**src/rtl/laser_pkg.sv**
```systemverilog
// laser_pkg: shared types and constants for the laser frame sequencer.
//   state_t   - sequencer FSM states.
//   X_LSB, Y_LSB, LASER_BIT - position of each mem_rdata field {laser_on, y, x},
//               in units of COORD_W, so the same package serves any coordinate
//               width (bit offset = slot * COORD_W).
package laser_pkg;

  typedef enum logic [2:0] {
    IDLE,
    FETCH,
    WAIT_MEM,
    PRESENT,
    DWELL,
    DONE
  } state_t;

  localparam int X_LSB     = 0;
  localparam int Y_LSB     = 1;
  localparam int LASER_BIT = 2;

endpackage

```
**src/rtl/dwell_timer.sv**
```systemverilog
// dwell_timer: per-point hold counter.
//   clk, reset - rising-edge clock, synchronous active-high reset
//   load       - load the counter with value
//   value      - number of cycles to hold (must be non-zero when loaded)
//   expired    - high in the final cycle of the hold period
module dwell_timer (
  input  logic        clk,
  input  logic        reset,
  input  logic        load,
  input  logic [15:0] value,
  output logic        expired
);

  logic [15:0] cnt_q, cnt_d;

  always_comb begin
    cnt_d = cnt_q;
    if (load) begin
      cnt_d = value;
    end else if (cnt_q != '0) begin
      cnt_d = cnt_q - 16'd1;
    end
  end

  always_ff @(posedge clk) begin
    if (reset) cnt_q <= '0;
    else       cnt_q <= cnt_d;
  end

  // A load of N gives N cycles with the counter at N..1; the last one is expired.
  assign expired = (cnt_q <= 16'd1);

endmodule

```
**src/rtl/frame_point_sequencer.sv**
```systemverilog
// frame_point_sequencer: walks a frame of points from point memory and
// presents each to the galvo DAC with a valid/ready handshake, then holds it
// for a programmable dwell.
//   clk, reset          - rising-edge clock, synchronous active-high reset
//   start               - one-cycle frame start; num_points/dwell_cycles latched with it
//   mem_addr, mem_en    - point-memory read port; mem_rdata valid one cycle after mem_en
//   dac_x, dac_y        - registered coordinates, laser_en - laser gate
//   dac_valid/dac_ready - DAC handshake
//   busy, frame_done    - frame in progress / one-cycle end-of-frame pulse
// Build option: PENDING_START_EN - a start while busy is queued (one deep)
// and launched from DONE instead of being dropped.
module frame_point_sequencer
  import laser_pkg::*;
#(
  parameter int ADDR_W  = 10,
  parameter int COORD_W = 12
) (
  input  logic                 clk,
  input  logic                 reset,
  input  logic                 start,
  input  logic [ADDR_W-1:0]    num_points,
  input  logic [15:0]          dwell_cycles,
  output logic [ADDR_W-1:0]    mem_addr,
  output logic                 mem_en,
  input  logic [2*COORD_W:0]   mem_rdata,
  output logic [COORD_W-1:0]   dac_x,
  output logic [COORD_W-1:0]   dac_y,
  output logic                 laser_en,
  output logic                 dac_valid,
  input  logic                 dac_ready,
  output logic                 busy,
  output logic                 frame_done
);

  state_t              state_q, state_d;
  logic [ADDR_W-1:0]   index_q, index_d;
  logic [ADDR_W-1:0]   num_q, num_d;
  logic [15:0]         dwell_q, dwell_d;
  logic [COORD_W-1:0]  dac_x_q, dac_x_d;
  logic [COORD_W-1:0]  dac_y_q, dac_y_d;
  logic                laser_q, laser_d;
  logic                dac_valid_q, dac_valid_d;

  logic                launch, advance, timer_load, timer_expired;
  logic [ADDR_W-1:0]   launch_num;
  logic [15:0]         launch_dwell;
  logic [ADDR_W:0]     index_inc;

`ifdef PENDING_START_EN
  logic                pending_q, pending_d;
  logic [ADDR_W-1:0]   pend_num_q, pend_num_d;
  logic [15:0]         pend_dwell_q, pend_dwell_d;
`endif

  // One extra bit so the last-point test cannot wrap at num_points = 2^ADDR_W-1.
  assign index_inc = {1'b0, index_q} + {{ADDR_W{1'b0}}, 1'b1};

  always_comb begin
    state_d      = state_q;
    index_d      = index_q;
    num_d        = num_q;
    dwell_d      = dwell_q;
    dac_x_d      = dac_x_q;
    dac_y_d      = dac_y_q;
    laser_d      = laser_q;
    dac_valid_d  = dac_valid_q;
    launch       = 1'b0;
    launch_num   = num_points;
    launch_dwell = dwell_cycles;
    advance      = 1'b0;
    timer_load   = 1'b0;
`ifdef PENDING_START_EN
    pending_d    = pending_q;
    pend_num_d   = pend_num_q;
    pend_dwell_d = pend_dwell_q;
    if (start && (state_q != IDLE) && !pending_q) begin
      pending_d    = 1'b1;
      pend_num_d   = num_points;
      pend_dwell_d = dwell_cycles;
    end
`endif

    case (state_q)
      IDLE: begin
`ifdef PENDING_START_EN
        // A start that arrived during DONE is launched here.
        if (pending_q) begin
          launch       = 1'b1;
          launch_num   = pend_num_q;
          launch_dwell = pend_dwell_q;
          pending_d    = 1'b0;
        end else
`endif
        if (start) launch = 1'b1;
      end
      FETCH:    state_d = WAIT_MEM;
      WAIT_MEM: begin
        dac_x_d = mem_rdata[X_LSB*COORD_W +: COORD_W];
        dac_y_d = mem_rdata[Y_LSB*COORD_W +: COORD_W];
        laser_d = mem_rdata[LASER_BIT*COORD_W];
        state_d = PRESENT;
      end
      PRESENT: begin
        // First PRESENT cycle raises the registered valid; hand off on ready.
        if (!dac_valid_q) begin
          dac_valid_d = 1'b1;
        end else if (dac_ready) begin
          dac_valid_d = 1'b0;
          if (dwell_q != '0) begin
            timer_load = 1'b1;
            state_d    = DWELL;
          end else begin
            advance = 1'b1;
          end
        end
      end
      DWELL: if (timer_expired) advance = 1'b1;
      DONE: begin
        state_d = IDLE;
`ifdef PENDING_START_EN
        if (pending_q) begin
          launch       = 1'b1;
          launch_num   = pend_num_q;
          launch_dwell = pend_dwell_q;
          pending_d    = 1'b0;
        end
`endif
      end
      default: state_d = IDLE;
    endcase

    if (launch) begin
      num_d   = launch_num;
      dwell_d = launch_dwell;
      index_d = '0;
      state_d = (launch_num == '0) ? DONE : FETCH;
    end

    if (advance) begin
      if (index_inc < {1'b0, num_q}) begin
        index_d = index_inc[ADDR_W-1:0];
        state_d = FETCH;
      end else begin
        laser_d = 1'b0;
        state_d = DONE;
      end
    end
  end

  always_ff @(posedge clk) begin
    if (reset) begin
      state_q     <= IDLE;
      index_q     <= '0;
      num_q       <= '0;
      dwell_q     <= '0;
      dac_x_q     <= '0;
      dac_y_q     <= '0;
      laser_q     <= 1'b0;
      dac_valid_q <= 1'b0;
    end else begin
      state_q     <= state_d;
      index_q     <= index_d;
      num_q       <= num_d;
      dwell_q     <= dwell_d;
      dac_x_q     <= dac_x_d;
      dac_y_q     <= dac_y_d;
      laser_q     <= laser_d;
      dac_valid_q <= dac_valid_d;
    end
  end

`ifdef PENDING_START_EN
  always_ff @(posedge clk) begin
    if (reset) begin
      pending_q    <= 1'b0;
      pend_num_q   <= '0;
      pend_dwell_q <= '0;
    end else begin
      pending_q    <= pending_d;
      pend_num_q   <= pend_num_d;
      pend_dwell_q <= pend_dwell_d;
    end
  end
`endif

  dwell_timer u_dwell_timer (
    .clk     (clk),
    .reset   (reset),
    .load    (timer_load),
    .value   (dwell_q),
    .expired (timer_expired)
  );

  assign mem_addr   = index_q;
  assign mem_en     = (state_q == FETCH);
  assign dac_x      = dac_x_q;
  assign dac_y      = dac_y_q;
  assign laser_en   = laser_q;
  assign dac_valid  = dac_valid_q;
  assign busy       = (state_q != IDLE) && (state_q != DONE);
  assign frame_done = (state_q == DONE);

endmodule
```
**config.mk**
```make
export PLATFORM = sky130hd
export DESIGN_NAME = frame_point_sequencer
export DESIGN_NICKNAME = d
export VERILOG_FILES = /design/src/rtl/laser_pkg.sv /design/src/rtl/dwell_timer.sv /design/src/rtl/frame_point_sequencer.sv
export SDC_FILE = /design/constraint.sdc
export NUM_CORES = 1
export LEC_CHECK = 0
export CAP_MARGIN = 5
export CELL_PAD_IN_SITES_DETAIL_PLACEMENT = 0
export CELL_PAD_IN_SITES_GLOBAL_PLACEMENT = 1
export CORE_UTILIZATION = 32
export DETAILED_ROUTE_END_ITERATION = 8
export GPL_TIMING_DRIVEN = 0
export PLACE_DENSITY = 0.77
export SLEW_MARGIN = 10
export SYNTH_ARGS = -nofsm -noshare
export SYNTH_HDL_FRONTEND = slang
export SYNTH_SLANG_ARGS = --single-unit
```
**constraint.sdc**
```tcl
create_clock -name clk -period 2.4 [get_ports clk]
set_input_delay 0.36 -clock clk [delete_from_list [all_inputs] [get_ports clk]]
set_output_delay 0.36 -clock clk [all_outputs]
set_load 0.1 [all_outputs]
```
==> results <==
## sequential cells by signal, indices dropped and copies added (netlist names)
register / cells
state_q: 3
mem_addr: 10
dac_y: 12
dac_valid: 1
u_dwell_timer.cnt_q: 16
dac_x: 12
dwell_q: 16
laser_en: 1
num_q: 10
## cell type report
cell class | instances | area, um^2 | area share [%]
buffer | 28 | 128 | 2.28
clock buffer | 10 | 239 | 4.27
clock inverter | 6 | 90.1 | 1.61
inverter | 12 | 45.0 | 0.805
multi-input combinational | 370 | 2260 | 40.4
sequential | 81 | 1650 | 29.4
tap | 143 | 179 | 3.20
timing repair buffer | 102 | 1010 | 18.0
## worst max-delay path, cell delays in order (launching register included)
cell and delay (ps):
dfxtp_4 380, ha_4 130, and3_4 180, and3_4 190
nand3_4 80, xnor2_2 160, ha_1 310, a21oi_1 130
nor2b_1 70, a311oi_2 310, buf_4 200, o221a_2 240
o21ai_1 100, a21oi_2 120
## cells by family after synthesis
| group | Yosys count | synth area share (%) |
|---|---|---|
| buffers and inverters | 41 | 4.15 |
| XOR/XNOR | 15 | 3.46 |
| AND/OR/NAND/NOR | 236 | 29.6 |
| multiplexers | 1 | 0.264 |
| AO/OA/AOI/OAI | 105 | 15.8 |
| adder cells (fa/ha/maj) | 12 | 3.96 |
| flip-flops | 81 | 42.7 |
## worst paths after layout
check / startpoint / endpoint / depth (start not counted)
worst max-delay path: mem_addr[0] / mem_addr[2] / 13
worst min register to register: dac_y[2] / dac_y[2] / 2
worst max register to register: mem_addr[0] / mem_addr[2] / 13
worst min-delay path: dac_y[2] / dac_y[2] / 2
## synthesized netlist by cell type, types with 2 or more instances
| cell | n | area (um^2) |
|---|---|---|
| xor2_1 | 2 | 17.5 |
| nand2_1 | 118 | 443 |
| a211oi_1 | 9 | 67.6 |
| and3_1 | 5 | 31.3 |
| buf_2 | 2 | 10.0 |
| nor3_1 | 8 | 40.0 |
| inv_1 | 12 | 45.0 |
| nand2b_1 | 5 | 31.3 |
| a21oi_1 | 71 | 355 |
| clkbuf_1 | 25 | 93.8 |
| a311oi_1 | 4 | 35.0 |
| nand3_1 | 22 | 110 |
| and2_1 | 7 | 43.8 |
| xnor2_1 | 13 | 114 |
| ha_1 | 12 | 150 |
| nor2_1 | 29 | 109 |
| or2_2 | 8 | 50.1 |
| nor4_1 | 7 | 43.8 |
| dfxtp_1 | 81 | 1620 |
| o21ai_0 | 12 | 60.1 |
| nor2b_1 | 8 | 50.1 |
| or4_1 | 7 | 52.6 |
| nor3b_1 | 2 | 15.0 |
| o31ai_1 | 2 | 15.0 |
## per-layer routing
layer	part of all wire (%)	wire length (um)
met3	4.7	496
met5	0	0
met1	50	5330
met2	44	4620
met4	1.4	149
## per-stage QoR
| stage | total power [mW] | hold WS [ps] |
|---|---|---|
| 4_1_cts | 5.46 | 456 |
| 3_5_place_dp | 3.93 | 447 |
| 3_3_place_gp | 3.90 | 441 |
| 5_1_grt | 5.79 | 475 |
| 6_report | 5.49 | 453 |
| 2_1_floorplan | 3.40 | 432 |
## report_power, final
group	switching (mW)	internal [mW]	total, mW
logic	1.36	0.845	2.20
clock network	0.572	0.943	1.52
registers	0.195	1.58	1.77
total	2.13	3.37	5.49
## timing repair
| item | 4_1_cts | 5_1_grt |
|---|---|---|
| gates resized for setup | 23 | 23 |
| cloned | 1 | 1 |
| buffers inserted | 7 | 1 |
| pin swaps | 23 | 11 |
| endpoints found under the hold margin | 0 | 0 |
| endpoints found under the setup margin | 25 | 25 |
==> results.sh <==
export IMPL_first_global_vias=3617
export IMPL_final_layout_size_suffix_gt1_share_pct=15.8
export IMPL_wirelength_mm=10.6
export IMPL_fill_cells=1140
export IMPL_cp_arrival_ps=2930
export IMPL_grt_use_met2_pct=27.5
export IMPL_fin_crit_sh_pct=111
export IMPL_io_buffers=93
export IMPL_numCtsBuffers=9
export IMPL_cp_required_ps=2660
export IMPL_core_area_um2=11500
export IMPL_final_common_cell="nand2_1"
export IMPL_syn_area_um2=3790
export IMPL_ant_nets=0
export IMPL_insertion_delay_ps=340
export IMPL_syn_inst=491
export IMPL_grt_antenna_before_repair=0
export IMPL_fin_skew_ps=6.27
export IMPL_status="complete, but fails checks"
export IMPL_slew_limit_headroom_pct=32.3
export IMPL_period_minus_slack_ps=2660
export IMPL_cp_start_kind="flip-flop"
export IMPL_start_util_pct=33.1
export IMPL_cts_hold_buf=0
export IMPL_grt_pass1_wl_mm=17.6
export IMPL_yosysSeqAreaShare_pct=42.7
export IMPL_drtPass1Iterations=4
export IMPL_syn_nets=558
export IMPL_max_vdd_ir_drop_mv=0.498
export IMPL_setup_slack_ps=-261
export IMPL_clock_fmax_mhz=376
export IMPL_use_met3_pct=3.72
export IMPL_crit_type="reg2reg"
export IMPL_design_area_um2=5590
export IMPL_cts_tree="done"
export IMPL_via_per_inst=5.00
export IMPL_syn_area_per_cell_um2=7.73
export IMPL_num_rows=39
export IMPL_busiest_layer="met2"
export IMPL_post_drt_wl_per_cell_um=14.1
export IMPL_cts_sinks=81
export IMPL_synth_seq_cells=81
export IMPL_htree_levels=3
export IMPL_grt_met1_usage_pct=24.4
export IMPL_grt_max_degree=15
export IMPL_synthDistinctLibCells=44
export IMPL_die_area_um2=12300
export IMPL_power_leakage_nw=2.04
export IMPL_layout_common_cells="118 x nand2_1, 90 x clkdlybuf4s50_1, 71 x dfxtp_1"
export IMPL_worst_r2r_setup_slack_ps=-260
export IMPL_dp_hpwl_mm=7.66
export IMPL_endpoint_kind="flip-flop"
export IMPL_routabilityCongestion=0.833
export IMPL_pre_cts_slack_ps=-334
export IMPL_diodes=0
export IMPL_ios=94
export IMPL_die_w_um=111
export IMPL_clockBufferDepth=2
export IMPL_drt_iter0_drc=145
export IMPL_dpl_cell_area_um2=5050
export IMPL_stdcell_count=752
export IMPL_globalRouteTotalUtil_pct=17.6
export IMPL_cts_root_buf="clkbuf_16"
export IMPL_pwr_density_cell_nw_per_um2=982
export IMPL_slew_viol_final=0
export IMPL_drc=0
export IMPL_cts_clk_slew_worst_paths_ps=60
export IMPL_postLayoutCoreUtil_pct=48.8
export IMPL_overflow=0
export IMPL_tightest_slew_ps=1010
export IMPL_crit_path_max_fanout=4
export IMPL_setup_viol=12
export IMPL_synthArstFlopShare_pct=0
export IMPL_ys_warn_count=0
export IMPL_finalHoldViolCount=0
export IMPL_num_vias=3763
export IMPL_syn_to_final_growth_pct=47.4
export IMPL_rsz0062_at_grt="yes"
export IMPL_tns_ps=-2550
export IMPL_dp_cells=727
export IMPL_violations="setup timing"
export IMPL_hold_class="reg2reg"
export IMPL_nets=671
export IMPL_max_cap_violations=0
export IMPL_ys_flop_type="dfxtp_1"
export IMPL_synth_edf_count=0
export IMPL_die_y_um=111
(Power assumes the default switching activity.)
